**src/rtl/gpio_pin_filter.sv**
```systemverilog
// gpio_pin_filter
//   Conditions two asynchronous pad inputs for the GPIO block: a two-flop
//   synchronizer, an independent debounce filter per pin, registered
//   one-cycle edge strobes and, optionally, sticky per-pin edge-interrupt
//   flags with a combined request line.
//
//   Optional feature macro: GPIO_PIN_FILTER_IRQ_EN
//     defined   -> irq_pending / irq are live, irq_en / irq_clr are honoured
//     undefined -> irq_pending / irq tie to 0, irq_en / irq_clr are ignored
//
// Parameters
//   DEBOUNCE_CYCLES : consecutive synchronized cycles a new level must hold
//                     before it is accepted (1 .. 2**CNT_W-1)
//   CNT_W           : width of each per-pin debounce counter
//
// Ports
//   clk         : single clock
//   rst_n       : synchronous, active-low reset
//   pin_raw     : asynchronous pad levels
//   irq_en      : per-pin interrupt enable (level)
//   irq_clr     : per-pin pending-clear strobe
//   io_pin      : debounced pin levels
//   edge_rise   : one-cycle strobe, io_pin[i] went 0->1
//   edge_fall   : one-cycle strobe, io_pin[i] went 1->0
//   irq_pending : sticky per-pin edge flags
//   irq         : OR of irq_pending
module gpio_pin_filter #(
  parameter int DEBOUNCE_CYCLES = 16,
  parameter int CNT_W           = 5
) (
  input  logic       clk,
  input  logic       rst_n,
  input  logic [1:0] pin_raw,
  input  logic [1:0] irq_en,
  input  logic [1:0] irq_clr,
  output logic [1:0] io_pin,
  output logic [1:0] edge_rise,
  output logic [1:0] edge_fall,
  output logic [1:0] irq_pending,
  output logic       irq
);

  localparam logic [0:0] ST_IDLE  = 1'b0;
  localparam logic [0:0] ST_COUNT = 1'b1;

  localparam logic [CNT_W-1:0] CNT_ZERO = '0;
  localparam logic [CNT_W-1:0] CNT_ONE  = CNT_W'(1);
  // Count value on which the new level has been seen DEBOUNCE_CYCLES times.
  localparam logic [CNT_W-1:0] CNT_TERM = CNT_W'(DEBOUNCE_CYCLES - 1);

  logic [1:0]            s1_q;
  logic [1:0]            s_q;
  logic [1:0]            state_q, state_d;
  logic [1:0][CNT_W-1:0] cnt_q,   cnt_d;
  logic [1:0]            io_q,    io_d;
  logic [1:0]            rise_q,  rise_d;
  logic [1:0]            fall_q,  fall_d;

  // Two-flop synchronizer for both pads.
  always_ff @(posedge clk) begin
    if (!rst_n) begin
      s1_q <= 2'b00;
      s_q  <= 2'b00;
    end else begin
      s1_q <= pin_raw;
      s_q  <= s1_q;
    end
  end

  // Per-pin debounce FSM next-state; an accepted level also produces the
  // matching edge strobe so both become visible on the same edge.
  always_comb begin
    state_d = state_q;
    cnt_d   = cnt_q;
    io_d    = io_q;
    rise_d  = 2'b00;
    fall_d  = 2'b00;
    for (int i = 0; i < 2; i++) begin
      case (state_q[i])
        ST_IDLE: begin
          if (s_q[i] != io_q[i]) begin
            if (DEBOUNCE_CYCLES == 1) begin
              // A single differing cycle is already enough.
              io_d[i]   = s_q[i];
              rise_d[i] = s_q[i];
              fall_d[i] = ~s_q[i];
              cnt_d[i]  = CNT_ZERO;
            end else begin
              state_d[i] = ST_COUNT;
              cnt_d[i]   = CNT_ONE;
            end
          end else begin
            cnt_d[i] = CNT_ZERO;
          end
        end
        ST_COUNT: begin
          if (s_q[i] == io_q[i]) begin
            // Glitch ended before acceptance: start over.
            state_d[i] = ST_IDLE;
            cnt_d[i]   = CNT_ZERO;
          end else if (cnt_q[i] == CNT_TERM) begin
            state_d[i] = ST_IDLE;
            cnt_d[i]   = CNT_ZERO;
            io_d[i]    = s_q[i];
            rise_d[i]  = s_q[i];
            fall_d[i]  = ~s_q[i];
          end else begin
            cnt_d[i] = cnt_q[i] + CNT_ONE;
          end
        end
        default: begin
          state_d[i] = ST_IDLE;
          cnt_d[i]   = CNT_ZERO;
        end
      endcase
    end
  end

  // Debounce state, filtered levels and edge strobes.
  always_ff @(posedge clk) begin
    if (!rst_n) begin
      state_q <= {ST_IDLE, ST_IDLE};
      cnt_q   <= {CNT_ZERO, CNT_ZERO};
      io_q    <= 2'b00;
      rise_q  <= 2'b00;
      fall_q  <= 2'b00;
    end else begin
      state_q <= state_d;
      cnt_q   <= cnt_d;
      io_q    <= io_d;
      rise_q  <= rise_d;
      fall_q  <= fall_d;
    end
  end

  assign io_pin    = io_q;
  assign edge_rise = rise_q;
  assign edge_fall = fall_q;

`ifdef GPIO_PIN_FILTER_IRQ_EN
  logic [1:0] pend_q, pend_d;

  // Sticky flags: a strobe on an enabled pin sets, irq_clr clears, set wins.
  always_comb begin
    pend_d = pend_q;
    for (int i = 0; i < 2; i++) begin
      if ((rise_q[i] | fall_q[i]) && irq_en[i]) begin
        pend_d[i] = 1'b1;
      end else if (irq_clr[i]) begin
        pend_d[i] = 1'b0;
      end else begin
        pend_d[i] = pend_q[i];
      end
    end
  end

  // Pending flag register.
  always_ff @(posedge clk) begin
    if (!rst_n) begin
      pend_q <= 2'b00;
    end else begin
      pend_q <= pend_d;
    end
  end

  assign irq_pending = pend_q;
  assign irq         = |pend_q;
`else
  // Interrupt inputs are kept on the port list but have no function here.
  logic unused_irq_inputs;
  assign unused_irq_inputs = ^{irq_en, irq_clr};

  assign irq_pending = 2'b00;
  assign irq         = 1'b0;
`endif

endmodule

```
**config.mk**
```make
export PLATFORM = sky130hd
export DESIGN_NAME = gpio_pin_filter
export DESIGN_NICKNAME = d
export VERILOG_FILES = /design/src/rtl/gpio_pin_filter.sv
export SDC_FILE = /design/constraint.sdc
export NUM_CORES = 1
export LEC_CHECK = 0
export ABC_AREA = 1
export BUFFER_PORTS_ARGS = -buffer_cell sky130_fd_sc_hd__buf_2
export CORE_ASPECT_RATIO = 1.2
export CORE_MARGIN = 2
export CORE_UTILIZATION = 52
export DETAILED_ROUTE_END_ITERATION = 10
export MAX_ROUTING_LAYER = met4
export PLACE_DENSITY = 0.79
export SLEW_MARGIN = 10
export SYNTH_ARGS = -nofsm -noshare
export SYNTH_HDL_FRONTEND = slang
export SYNTH_SLANG_ARGS = --single-unit
```
**constraint.sdc**
```tcl
create_clock -name clk -period 1.5 [get_ports clk]
set_input_delay 0.375 -clock clk [delete_from_list [all_inputs] [get_ports clk]]
set_output_delay 0.375 -clock clk [all_outputs]
set_load 0.01 [all_outputs]
```
======== Word level (Yosys, flattened, before mapping) ========
Cells that the tools add are included.
W data, S select, Z words.
cells by class
  $mul .................................... 0
  equal/unequal tests ..................... 6
  bitwise gates (word level) .............. 9
  $add $sub $neg .......................... 2
  shift operators ......................... 0
  reductions and logical operators ........ 4
  multiplexer cells ....................... 16
  $lt $le $gt $ge ......................... 0
  divide/modulo/power cells ............... 0
operator list
  operator               number
  $mux W5                4
  $pmux W5 S2            2
  $add A5 B1 Y5 const B  2
  $eq A5 B4 Y1 const B   2
  $not A1 Y1             9
  $mux W1                8
  $reduce_or A4 Y1       2
  $reduce_and A3 Y1      2
  $pmux W1 S2            2
  $eq A1 B1 Y1           2
  $ne A1 B1 Y1           2
word-level totals
  bits in latches ......................... 0
  memory bits (writable) .................. 0
  bits of input ports ..................... 8
  memories kept ........................... 0
  logic and storage cells ................. 48
  bits in read-only memories .............. 0
  flip-flop bits (word level) ............. 22

======== Depth between registers and ports, before layout ========
  depth after elaboration ................. 4
  mapped depth ............................ 8
  depth with buffers taken out ............ 8

======== Worst setup path after synthesis ========
Ideal clock, no wire load.
  path type ............................... reg-to-reg
  start ................................... reg cnt_q[0] in the netlist's numbering
  end ..................................... reg fall_q[0], in the netlist edge_fall[0]
  cell stages (with the launch flop) ...... 9
  arrival ................................. 1.122 ns
  library setup time ...................... 0.064 ns
  slack ................................... 0.314 ns
  required time ........................... 1.436 ns
  buffers on the path ..................... 0
  path through ............................ dfxtp_1 -> ha_1 -> nand2_1 -> nor2_1 -> ha_1 -> nand2_1 -> inv_1 -> nand3_1 -> nor2_1
between the ends
  longest elaborated chain between the ends .. 3
ends and longest elaborated chain
  element                     line  source
  start: declaration          54    logic [1:0][CNT_W-1:0] cnt_q, cnt_d;
  start signal: assignment    123   cnt_q <= {CNT_ZERO, CNT_ZERO};
  start signal: assignment    129   cnt_q <= cnt_d;
  $eq A5 B4 Y1                101   end else if (cnt_q[i] == CNT_TERM) begin
  $not A1 Y1 (no line)        -
  $reduce_or A4 Y1 (no line)  -
  end signal: assignment      132   fall_q <= fall_d;
  end: declaration            57    logic [1:0] fall_q, fall_d;
No other way between the ends.
A chain may end at the register's enable or synchronous reset.

======== Final worst setup path ========
  start ................................... reg io_q[1], in the netlist io_pin[1]
  end ..................................... out io_pin[1]
RTL lines
  element                   line  source
  start: declaration        55    logic [1:0] io_q, io_d;
  start signal: assignment  130   io_q <= io_d;
  end: declaration          36    output logic [1:0] io_pin,
No word-level cell between the ends.

==> results.json <==
{
  "rr_worst_depth": 7,
  "ios": 17,
  "first_pass_iters": 4,
  "dp.cells": 136,
  "fin_skew_ns": 0.00973,
  "core_area_um2": 1620,
  "cp.arrival_ns": 0.95,
  "crit_path_cell_trace": "buf_2",
  "status": "complete, no violations",
  "layoutNonFillerInstCount": 140,
  "maxCapViolCount": 0,
  "timing.fmax_ghz": 0.752,
  "synth.area.mux_share_pct": 0,
  "place.gp.congestion": 0.831,
  "synth_area_leaders": "dfxtp_1, nor2_1, inv_1, nand2_1, ha_1",
  "hold_viol": 0,
  "crit_required_ns": 1.12,
  "clock_latency_ns": 0.32,
  "cts_tree": "yes",
  "synth_top_cell_by_area": "dfxtp_1",
  "die_area_um2": 2080,
  "yosys.area_share.adder_pct": 6.95,
  "rsz0062_at_grt": "false",
  "netlist_top_cells_count": "nor2_1, dfxtp_1, inv_1, nand2_1, ha_1",
  "timing.rr.start": "cnt_q[5]$_SDFF_PN0_",
  "synth_top_family_by_area": "simple AND/OR/NAND/NOR gates",
  "holdWs_ns": 0.226,
  "cp-startpoint": "io_pin[1]$_SDFFE_PN0P_",
  "synth_simple_gate_area_share_pct": 26.8,
  "cts_made_buffers": 3,
  "ys_warn_count": 0,
  "endpoint_kind": "output pin",
  "overflow": 0,
  "post-route-period-util_pct": 88.6,
  "min_path_cells": 3,
  "fin_util_pct": 62.0,
  "path_clk_slew_ns": 0.13,
  "htree_levels": 1,
  "nets": 136,
  "final.setup.tns_ns": 0,
  "avgSynthCellArea_um2": 8.10,
  "max_stage_delay_ns": 0.46,
  "synth-xor-area-share_pct": 1.95,
  "hold_end": "s1_q[1]$_SDFF_PN0_",
  "vias": 654,
  "maxSlewViolCount": 0,
  "antenna_left": 0,
  "hp-class": "in2reg",
  "grt_use_total_pct": 15.7,
  "vdd_ir_drop_max_uv": 581,
  "grt_pass1_vias": 596,
  "r2r_end": "cnt_q[6]$_SDFF_PP0_",
  "area_growth_pct": 11.7,
  "wl_um": 1310,
  "hp-start": "pin_raw[1]",
  "clock_sinks": 22,
  "synth.distinct_cells": 17,
  "reg2reg_slack_ns": 0.17,
  "p_leak_nw": 0.468,
  "initial_utilization_pct": 55.5,
  "antenna_found_initial": 0,
  "ys_ff_latch": 22,
  "netlist_instances": 111,
  "synth_top_area_share_pct": 49.0,
  "ctsLongestPathBuffers": 2,
  "drive_above_1_share_pct": 20.5,
  "crit_buf_inv": 1,
  "viasPerCell": 4.67,
  "crit_slowest_cell": "dfxtp_1",
  "fillers": 159,
  "synth_most_common_cell": "nor2_1",
  "chipWidth_um": 42.0,
  "synth_edf_count": 0,
  "power_density_nw_per_um2": 1080,
  "drt_first_iter_violations": 2,
  "hpwl_um": 1000,
  "hold_buffers": 0,
  "setup_violations": 0,
  "synth-seq-area-share_pct": 49.0,
  "grt_pass1_wl_um": 2400,
  "synthArstFlopShare_pct": 0,
  "grt_max_degree": 14,
  "die_y_um": 49.6,
  "routedWlPerCell_um": 9.32,
  "path_max_fanout": 5,
  "netlist_area_um2": 900,
  "power.total_mw": 1.08,
  "root_buffer": "clkbuf_4",
  "path_class": "reg2out",
  "cp-start-kind": "flip-flop",
  "cp_top_family": "flip-flops",
  "numPortBuffers": 9,
  "drc": 0,
  "synth_compound_area_share_pct": 2.92,
  "period_needed_ns": 1.33,
  "placementRows": 16,
  "antenna_cells": 0,
  "synth_flop_cell": "dfxtp_1"
}
## through the flow
stage / setup slack, ns / cell area (um2)
finish: 0.171 / 1000
global route: 0.0340 / 1000
CTS: 0.0923 / 993
detailed placement: 0.146 / 941
global placement: 0.187 / 941
floorplan: 0.314 / 907
## tightest hold or removal path, stage by stage
cell and delay, ns:
buf_2 0.07, nand2_1 0.04, inv_1 0.04
## report_power, final
| part | internal, mW | leakage (nW) | switching (mW) |
|---|---|---|---|
| combinational | 0.0101 | 0.260 | 0.0204 |
| sequential | 0.592 | 0.180 | 0.00565 |
| clock | 0.270 | 0.0279 | 0.186 |
| total | 0.873 | 0.468 | 0.212 |
## per-layer routing
metal / part of all wire (%) / vias up / global-route usage [%]
met4: 3.4 / 0 / 11.3
met1: 43 / 285 / 16.6
met2: 49 / 12 / 26.0
met5: 0 / - / -
li1: - / 352 / -
met3: 3.8 / 5 / 2.56
## area by class of cell
cell class	instances	area, um2	area share, %
clock buffers	3	22.5	2.24
clock inverters	1	30.0	2.99
inverters	19	73.8	7.35
multi-input cells	68	367	36.5
flip-flops and latches	22	444	44.2
well taps	18	22.5	2.24
repair buffers	9	45.0	4.48
## state kept, by name, summed over array words and instances (netlist names)
name and cells:
cnt_q 10, edge_fall 2, edge_rise 2, io_pin 2
s1_q 2, s_q 2, state_q 2
## cells in the final DEF (no fill, tap or decap), types with 4 or more instances in the layout
| cell type | n |
|---|---|
| buf_2 | 9 |
| dfxtp_1 | 19 |
| inv_1 | 17 |
| nand2_1 | 18 |
| nand3_1 | 4 |
| nand4_1 | 4 |
| nor2_1 | 25 |
## repair_timing
item	CTS	global route
gates resized for setup	0	7
hold endpoints to repair	0	0
setup endpoints to repair	0	5
setup buffers	0	0
## how the worst max path moves through the flow
stage                                    endpoint  depth (start not counted)
after global placement    edge_fall[0]$_SDFF_PP0_                          8
final                                   io_pin[1]                          1
after floorplan           edge_fall[0]$_SDFF_PP0_                          8
after detailed placement  edge_rise[1]$_SDFF_PP0_                          8
after global routing      edge_fall[0]$_SDFF_PP0_                          8
after CTS                 edge_fall[0]$_SDFF_PP0_                          8
## kinds of logic (layout without fill, tap and decap cells)
family	Yosys count	in the layout
AO/OA/AOI/OAI	3	3
XOR/XNOR	2	2
adder cells (fa/ha/maj)	5	5
buffers and inverters	23	32
flip-flops	22	22
other	1	3
AND/OR/NAND/NOR	55	55
Power figures use the tool's default switching activity.
